**config.mk**
```make
export PLATFORM = sky130hd
export DESIGN_NAME = vga_sync_gen
export DESIGN_NICKNAME = d
export VERILOG_FILES = /design/src/rtl/vga_sync_gen.sv
export SDC_FILE = /design/constraint.sdc
export NUM_CORES = 1
export LEC_CHECK = 0
export BUFFER_PORTS_ARGS = -buffer_cell sky130_fd_sc_hd__buf_2
export CORE_MARGIN = 1
export CORE_UTILIZATION = 55
export CTS_CLUSTER_DIAMETER = 50
export CTS_CLUSTER_SIZE = 25
export DETAILED_ROUTE_END_ITERATION = 6
export GPL_TIMING_DRIVEN = 1
export PLACE_DENSITY = 0.78
export SLEW_MARGIN = 20
export SYNTH_ARGS = -nofsm -noshare
export SYNTH_HDL_FRONTEND = slang
export SYNTH_SLANG_ARGS = --single-unit
```
**constraint.sdc**
```tcl
create_clock -name i_Clk -period 5.55 [get_ports i_Clk]
set_input_delay 0 -clock i_Clk [delete_from_list [all_inputs] [get_ports i_Clk]]
set_output_delay 0 -clock i_Clk [all_outputs]
set_load 0.005 [all_outputs]
```
**src/rtl/vga_sync_gen.sv**
```systemverilog
// vga_sync_gen: free-running VGA timing counters, active-region syncs and delayed active-low physical syncs.
// Define VGA_TEST_PATTERN_EN to add an 8-bar colour test pattern aligned with the physical syncs.
module vga_sync_gen #(
  parameter int c_TOTAL_COLS    = 800,
  parameter int c_TOTAL_ROWS    = 525,
  parameter int c_ACTIVE_COLS   = 640,
  parameter int c_ACTIVE_ROWS   = 480,
  parameter int c_H_FRONT_PORCH = 16,
  parameter int c_H_SYNC_WIDTH  = 96,
  parameter int c_V_FRONT_PORCH = 10,
  parameter int c_V_SYNC_WIDTH  = 2,
  parameter int c_VIDEO_DELAY   = 2
) (
  input  logic       i_Clk,
  input  logic       i_Rst,
  output logic       o_HSync,
  output logic       o_VSync,
  output logic [9:0] o_Col_Count,
  output logic [9:0] o_Row_Count,
  output logic       o_Frame_Start,
  output logic       o_Line_Start,
  output logic       o_VGA_HSync,
  output logic       o_VGA_VSync
`ifdef VGA_TEST_PATTERN_EN
  ,
  output logic [3:0] o_Red_Video,
  output logic [3:0] o_Grn_Video,
  output logic [3:0] o_Blu_Video
`endif
);
  localparam logic [9:0]  LAST_COL = 10'(c_TOTAL_COLS - 1);
  localparam logic [9:0]  LAST_ROW = 10'(c_TOTAL_ROWS - 1);
  localparam logic [10:0] ACT_C    = 11'(c_ACTIVE_COLS);
  localparam logic [10:0] ACT_R    = 11'(c_ACTIVE_ROWS);
  localparam logic [10:0] HS_BEG   = 11'(c_ACTIVE_COLS + c_H_FRONT_PORCH);
  localparam logic [10:0] HS_END   = 11'(c_ACTIVE_COLS + c_H_FRONT_PORCH + c_H_SYNC_WIDTH);
  localparam logic [10:0] VS_BEG   = 11'(c_ACTIVE_ROWS + c_V_FRONT_PORCH);
  localparam logic [10:0] VS_END   = 11'(c_ACTIVE_ROWS + c_V_FRONT_PORCH + c_V_SYNC_WIDTH);
  logic [9:0] col_q, col_d, row_q, row_d;
  logic hsync_q, hsync_d, vsync_q, vsync_d, frame_q, frame_d, line_q, line_d;
  logic [c_VIDEO_DELAY:0] vh_q, vh_d, vv_q, vv_d;
`ifdef VGA_TEST_PATTERN_EN
  localparam logic [9:0] BAR_W = 10'(c_ACTIVE_COLS / 8);
  logic [2:0] bar;
  logic [c_VIDEO_DELAY:0][11:0] rgb_q, rgb_d;
`endif
  // Stage 0 of each pipeline is aligned with the counters; stage c_VIDEO_DELAY drives the pins.
  always_comb begin
    col_d = col_q == LAST_COL ? 10'd0 : col_q + 10'd1;
    row_d = col_q != LAST_COL ? row_q : row_q == LAST_ROW ? 10'd0 : row_q + 10'd1;
    hsync_d = 11'(col_d) < ACT_C;
    vsync_d = 11'(row_d) < ACT_R;
    line_d = col_d == 10'd0;
    frame_d = line_d && row_d == 10'd0;
    vh_d[0] = !(11'(col_d) >= HS_BEG && 11'(col_d) < HS_END);
    vv_d[0] = !(11'(row_d) >= VS_BEG && 11'(row_d) < VS_END);
    for (int i = 1; i <= c_VIDEO_DELAY; i++) begin
      vh_d[i] = vh_q[i-1];
      vv_d[i] = vv_q[i-1];
    end
`ifdef VGA_TEST_PATTERN_EN
    bar = 3'(col_d / BAR_W);
    rgb_d[0] = hsync_d && vsync_d ? {{4{bar[0]}}, {4{bar[1]}}, {4{bar[2]}}} : 12'd0;
    for (int i = 1; i <= c_VIDEO_DELAY; i++) rgb_d[i] = rgb_q[i-1];
`endif
  end
  always_ff @(posedge i_Clk) begin
    if (i_Rst) begin
      col_q   <= LAST_COL;
      row_q   <= LAST_ROW;
      hsync_q <= 1'b0;
      vsync_q <= 1'b0;
      frame_q <= 1'b0;
      line_q  <= 1'b0;
      vh_q    <= '1;
      vv_q    <= '1;
`ifdef VGA_TEST_PATTERN_EN
      rgb_q   <= '0;
`endif
    end else begin
      col_q   <= col_d;
      row_q   <= row_d;
      hsync_q <= hsync_d;
      vsync_q <= vsync_d;
      frame_q <= frame_d;
      line_q  <= line_d;
      vh_q    <= vh_d;
      vv_q    <= vv_d;
`ifdef VGA_TEST_PATTERN_EN
      rgb_q   <= rgb_d;
`endif
    end
  end
  assign o_Col_Count   = col_q;
  assign o_Row_Count   = row_q;
  assign o_HSync       = hsync_q;
  assign o_VSync       = vsync_q;
  assign o_Frame_Start = frame_q;
  assign o_Line_Start  = line_q;
  assign o_VGA_HSync   = vh_q[c_VIDEO_DELAY];
  assign o_VGA_VSync   = vv_q[c_VIDEO_DELAY];
`ifdef VGA_TEST_PATTERN_EN
  assign {o_Red_Video, o_Grn_Video, o_Blu_Video} = rgb_q[c_VIDEO_DELAY];
`endif
endmodule

```
Yosys cells after proc, flatten, opt, wreduce, memory -nomap -nowiden:

Index checks and enable logic that the tools add are counted.
Widths: inputs -> output; s select.

* $add $sub $neg: 2
* magnitude comparators: 6
* equality and inequality tests: 3
* multiplexer cells: 3
* reductions and logical operators: 7

Operators by type and width (number)
* $mux 10: 3
* $add 10x1->10 const B: 2
* $eq 10x10->1 const B: 2
* $logic_not 10->1: 2
* $lt 10x10->1 const B: 2
* $lt 10x9->1 const B: 2
* $ge 10x10->1 const B: 1
* $ge 10x9->1 const B: 1
* $ne 10x10->1 const B: 1
* $logic_and 1x1->1: 3
* $logic_not 1->1: 2

* register bits: 30
* input port bits: 2
* output and inout port bits: 26
* word-level logic and storage cells: 29

Logic depth before layout (Yosys ltp):

* depth in word-level cells: 6
* gate-level depth with buffers: 8
* depth with buffers taken out: 7

Least setup slack after synthesis:

No wires, ideal clock.

* path kind: reg-to-reg
* start: reg row_q[1], in the netlist o_Row_Count[1]
* end: reg vv_q[0]
* setup time: 133 ps
* arrival: 2074 ps
* data required time: 5417 ps
* path slack: 3343 ps
* stages on the path, launching flop included: 9
* path buffers: 1
* period minus slack after synthesis: 2207 ps
* cells stage by stage: dfxtp_1 -> clkbuf_1 -> inv_1 -> ha_1 -> or4b_1 -> nor3_2 -> o21ai_0 -> a221o_1 -> nand4b_1

* longest elaborated chain between the ends: 6
* elaborated cells on any way between the ends: 8
* classes of those cells: 1 x add/sub; 2 x order compare; 1 x eq/ne; 2 x mux; 2 x reduce/logical

Ends and longest elaborated chain
* from (decl): line 39 `logic [9:0] col_q, col_d, row_q, row_d;`
* from (signal assigned): line 82 `row_q <= row_d;`
* $add 10x1->10 / $eq 10x10->1 (equally long branches): line 50 `row_d = col_q != LAST_COL ? row_q : row_q == LAST_ROW ? 10'd0 : row_q + 10'd1;`
* $mux 10: line 50
* $mux 10 (*): line 50
* $ge 10x9->1 / $lt 10x9->1 (equally long branches): line 56 `vv_d[0] = !(11'(row_d) >= VS_BEG && 11'(row_d) < VS_END);`
* $logic_and 1x1->1 (*): line 56
* $logic_not 1->1 (*): line 56
* to (signal assigned): line 88 `vv_q <= vv_d;`
* to (decl): line 41 `logic [c_VIDEO_DELAY:0] vh_q, vh_d, vv_q, vv_d;`

Mark *: on every way between the ends. The rest lies on a longest branch, timed or not.
A chain may end at the register's enable or synchronous reset.

Worst setup path in the final report:

* start: reg col_q[0], in the netlist o_Col_Count[0]
* end: reg frame_q, in the netlist o_Frame_Start

* longest elaborated chain between the ends: 4
* elaborated cells on any way between the ends: 8
* classes of those cells: 1 x add/sub; 2 x eq/ne; 2 x mux; 3 x reduce/logical

Ends and longest elaborated chain
* from (decl): line 39
* from (signal assigned): line 81 `col_q <= col_d;`
* $add 10x1->10 (tied with other cells): line 49 `col_d = col_q == LAST_COL ? 10'd0 : col_q + 10'd1;`
* $mux 10, on equally long branches: line 49, 50
* $logic_not 10->1, on equally long branches: line 53, 54
* $logic_and 1x1->1 (*): line 54 `frame_d = line_d && row_d == 10'd0;`
* to (signal assigned): line 85 `frame_q <= frame_d;`
* to (decl): line 40 `logic hsync_q, hsync_d, vsync_q, vsync_d, frame_q, frame_d, line_q, line_d;`

Marked as above.

==> flow_metrics.tcl <==
set metrics [dict create \
    drv_cap 0 \
    power_density_nw_per_um2 494.1 \
    grt_antenna_before_repair 0 \
    gp_congestion 0.9125 \
    reg2reg_from "o_Col_Count[0]$_SDFF_PP1_" \
    insertion_delay_ns 0.34 \
    synthCells 199 \
    synth_edf_count 0 \
    cp.required_ns 5.78 \
    crit_buf_inv 0 \
    crit_start "o_Col_Count[0]$_SDFF_PP1_" \
    io_pins 28 \
    worst-setup-path-type "flop to flop" \
    drc_errors 0 \
    synth_area_leaders "dfxtp_1 (35%), xnor2_1 (4.5%), nand3_1 (3.5%), clkbuf_8 (3.2%), nand2_1 (3.0%)" \
    cts_resized 0 \
    fin_worst_skew_ns 0.01548 \
    num_antenna_cells 0 \
    cts_buffer_depth 2 \
    grt_max_degree 26 \
    use_met1 0.3634 \
    path_cells "ha_1 -> and4_1 -> nand3_1 -> a211oi_1 -> nand4b_4 -> a2111oi_2" \
    postRouteAntennaNets 0 \
    route.detailed.wl_per_inst_um 13.92 \
    drt_iter0_drc 76 \
    ir_worst_vdd_mv 0.2922 \
    start_kind "flop" \
    multi_input_area_um2 993.5 \
    area_delta_synth_final_pct 7.338 \
    p_leak_nw 0.7396 \
    avgSynthCellArea_um2 8.740 \
    clkSinkCount 30 \
    dp_slack_ns 3.157 \
    async_flop_share 0 \
    dpl_cell_area_um2 1807 \
    cts-root-buf "clkbuf_4" \
    synth_area_um2 1739 \
    port_buffers 27 \
    die_h_um 58.23 \
    vias 1533 \
    drt_pass1_iterations 4 \
    grt_pass1_vias 1256 \
    worstHoldStart "i_Rst" \
    max_slew_margin 0.6872 \
    slowest_stage "a211oi_1" \
    regArea_um2 600.6 \
    hpwl_mm 2.546 \
    arrival_ns 2.74 \
    synth_ff_type "dfxtp_1" \
    drv_slew 0 \
    hold_class "primary input to flop" \
    core_area_um2 3028 \
    hold_viol 0 \
    place_inst 256 \
    synth_top_area_cell "dfxtp_1" \
    use_met3 0.07366 \
    design_area_um2 1867 \
    seq_area_frac_synth 0.3453 \
    clk_pin_slew_worst_paths_ns 0.10 \
    final.period_utilization 0.4516 \
    hold_slack_ns 0.06377 \
    final.setup.tns_ns 0 \
    fin_cells 264 \
    layout-drive-gt1-share 0.2364 \
    finalSetupViolCount 0 \
    yosysTopAreaCellShare 0.3453 \
    rows 20 \
    path_delay_family "simple AND/OR/NAND/NOR gates" \
    cts_inserted_buffers 5 \
    final_util 0.6165 \
    ctsHoldBuffers 0 \
    power_uw 922.4 \
    htreeDepth 2 \
    die_x_um 58.23 \
    rsz0062_at_grt "no" \
    ys_ff_latch 30 \
    overflow 0 \
    cts_tree "done" \
    viasPerCell 5.807 \
    top_usage_layer "met1" \
    max_freq_mhz 398.9 \
    syn-num-nets 204 \
    grt_use_total 0.2436 \
    path_max_fanout 11 \
    fin_ws_ns 3.043 \
    grt_pass1_wl_mm 6.127 \
    cp-end-kind "flop" \
    final_nets 224 \
    die_area_um2 3391 \
    start_util 0.5744 \
    cts_setup_buffers 0 \
    tightest_slew_ns 0.4686 \
    status "completed" \
    yosys_warnings 0 \
    min_period_ns 2.507 \
    grt_use_met2 0.3300 \
    fillers 274 \
    ys_types 55 \
    routed_wl_mm 3.674 \
    max_stage_delay_ns 0.52 \
]
power breakdown:
part | switching, mW | total (mW) | leakage [nW] | internal, mW
sequential | 0.0948 | 0.355 | 0.245 | 0.260
clock | 0.0764 | 0.138 | 0.0353 | 0.0613
combinational | 0.229 | 0.430 | 0.459 | 0.201
total | 0.401 | 0.922 | 0.740 | 0.522
logic make-up after synthesis:
kind of cell,synth area share
AND/OR/NAND/NOR,0.3194
AO/OA/AOI/OAI,0.1799
flip-flops,0.3453
buffers and inverters,0.08345
XOR/XNOR,0.05036
adder cells (fa/ha/maj),0.02159
synth_stat cells (2+ instances only):
cell type,n
clkbuf_8,4
inv_1,6
o21ai_0,6
clkbuf_1,5
a21oi_1,7
nand4_1,3
or4b_1,3
nand4b_1,2
or2_2,7
ha_1,3
or3_2,2
and2_1,2
buf_4,2
nor3_2,2
nor3_1,6
a211oi_1,5
a31oi_1,2
and4_1,2
buf_6,3
a22oi_1,2
nand2b_1,4
nor4_1,6
nand3b_1,2
o21bai_1,3
nor2_1,14
xnor2_1,9
nor2b_1,2
a21o_1,4
nand2_1,14
nand3_1,12
and3_1,2
dfxtp_1,30
layout by cell type, fill, tap and decap left out, types with 3 or more instances in the layout:
| cell | count |
|---|---|
| a211oi_1 | 5 |
| a21o_1 | 4 |
| a21oi_1 | 7 |
| buf_2 | 27 |
| clkbuf_4 | 5 |
| dfxtp_1 | 30 |
| ha_1 | 3 |
| inv_1 | 6 |
| nand2_1 | 14 |
| nand2b_1 | 4 |
| nand3_1 | 12 |
| nand4_1 | 3 |
| nor2_1 | 14 |
| nor3_1 | 6 |
| nor4_1 | 6 |
| o21ai_0 | 6 |
| o21bai_1 | 3 |
| or2_2 | 7 |
| or4b_1 | 3 |
| xnor2_1 | 9 |
final timing paths:
check / endpoint / slack [ns] / cells past startpoint
max: o_Frame_Start$_SDFF_PP0_ / 3.04 / 6
min: o_Row_Count[1]$_SDFF_PP0_ / 0.06 / 2
max reg2reg: o_Frame_Start$_SDFF_PP0_ / 3.04 / 6
min reg2reg: vh_q[1]$_SDFF_PP1_ / 0.41 / 1
area by class of cell:
type / instances / area share
tap: 44 / 0.02949
multi-input combinational: 149 / 0.5322
timing repair buffer: 27 / 0.07239
sequential: 30 / 0.3217
inverter: 6 / 0.01206
clock buffer: 7 / 0.02949
clock inverter: 1 / 0.002681
flip-flops by register name, indices dropped and copies added (netlist names):
register and flops:
o_Col_Count 10, o_Frame_Start 1, o_HSync 1, o_Line_Start 1
o_Row_Count 10, o_VSync 1, vh_q 3, vv_q 3
routing by layer:
metal / part of all wire / vias to the layer above / wire length, um
met3: 0.056 / 7 / 206
met2: 0.44 / 49 / 1603
met5: 0 / - / 0
met1: 0.49 / 707 / 1804
met4: 0.016 / 0 / 59
li1: - / 770 / -
Power figures use the tool's default switching activity.
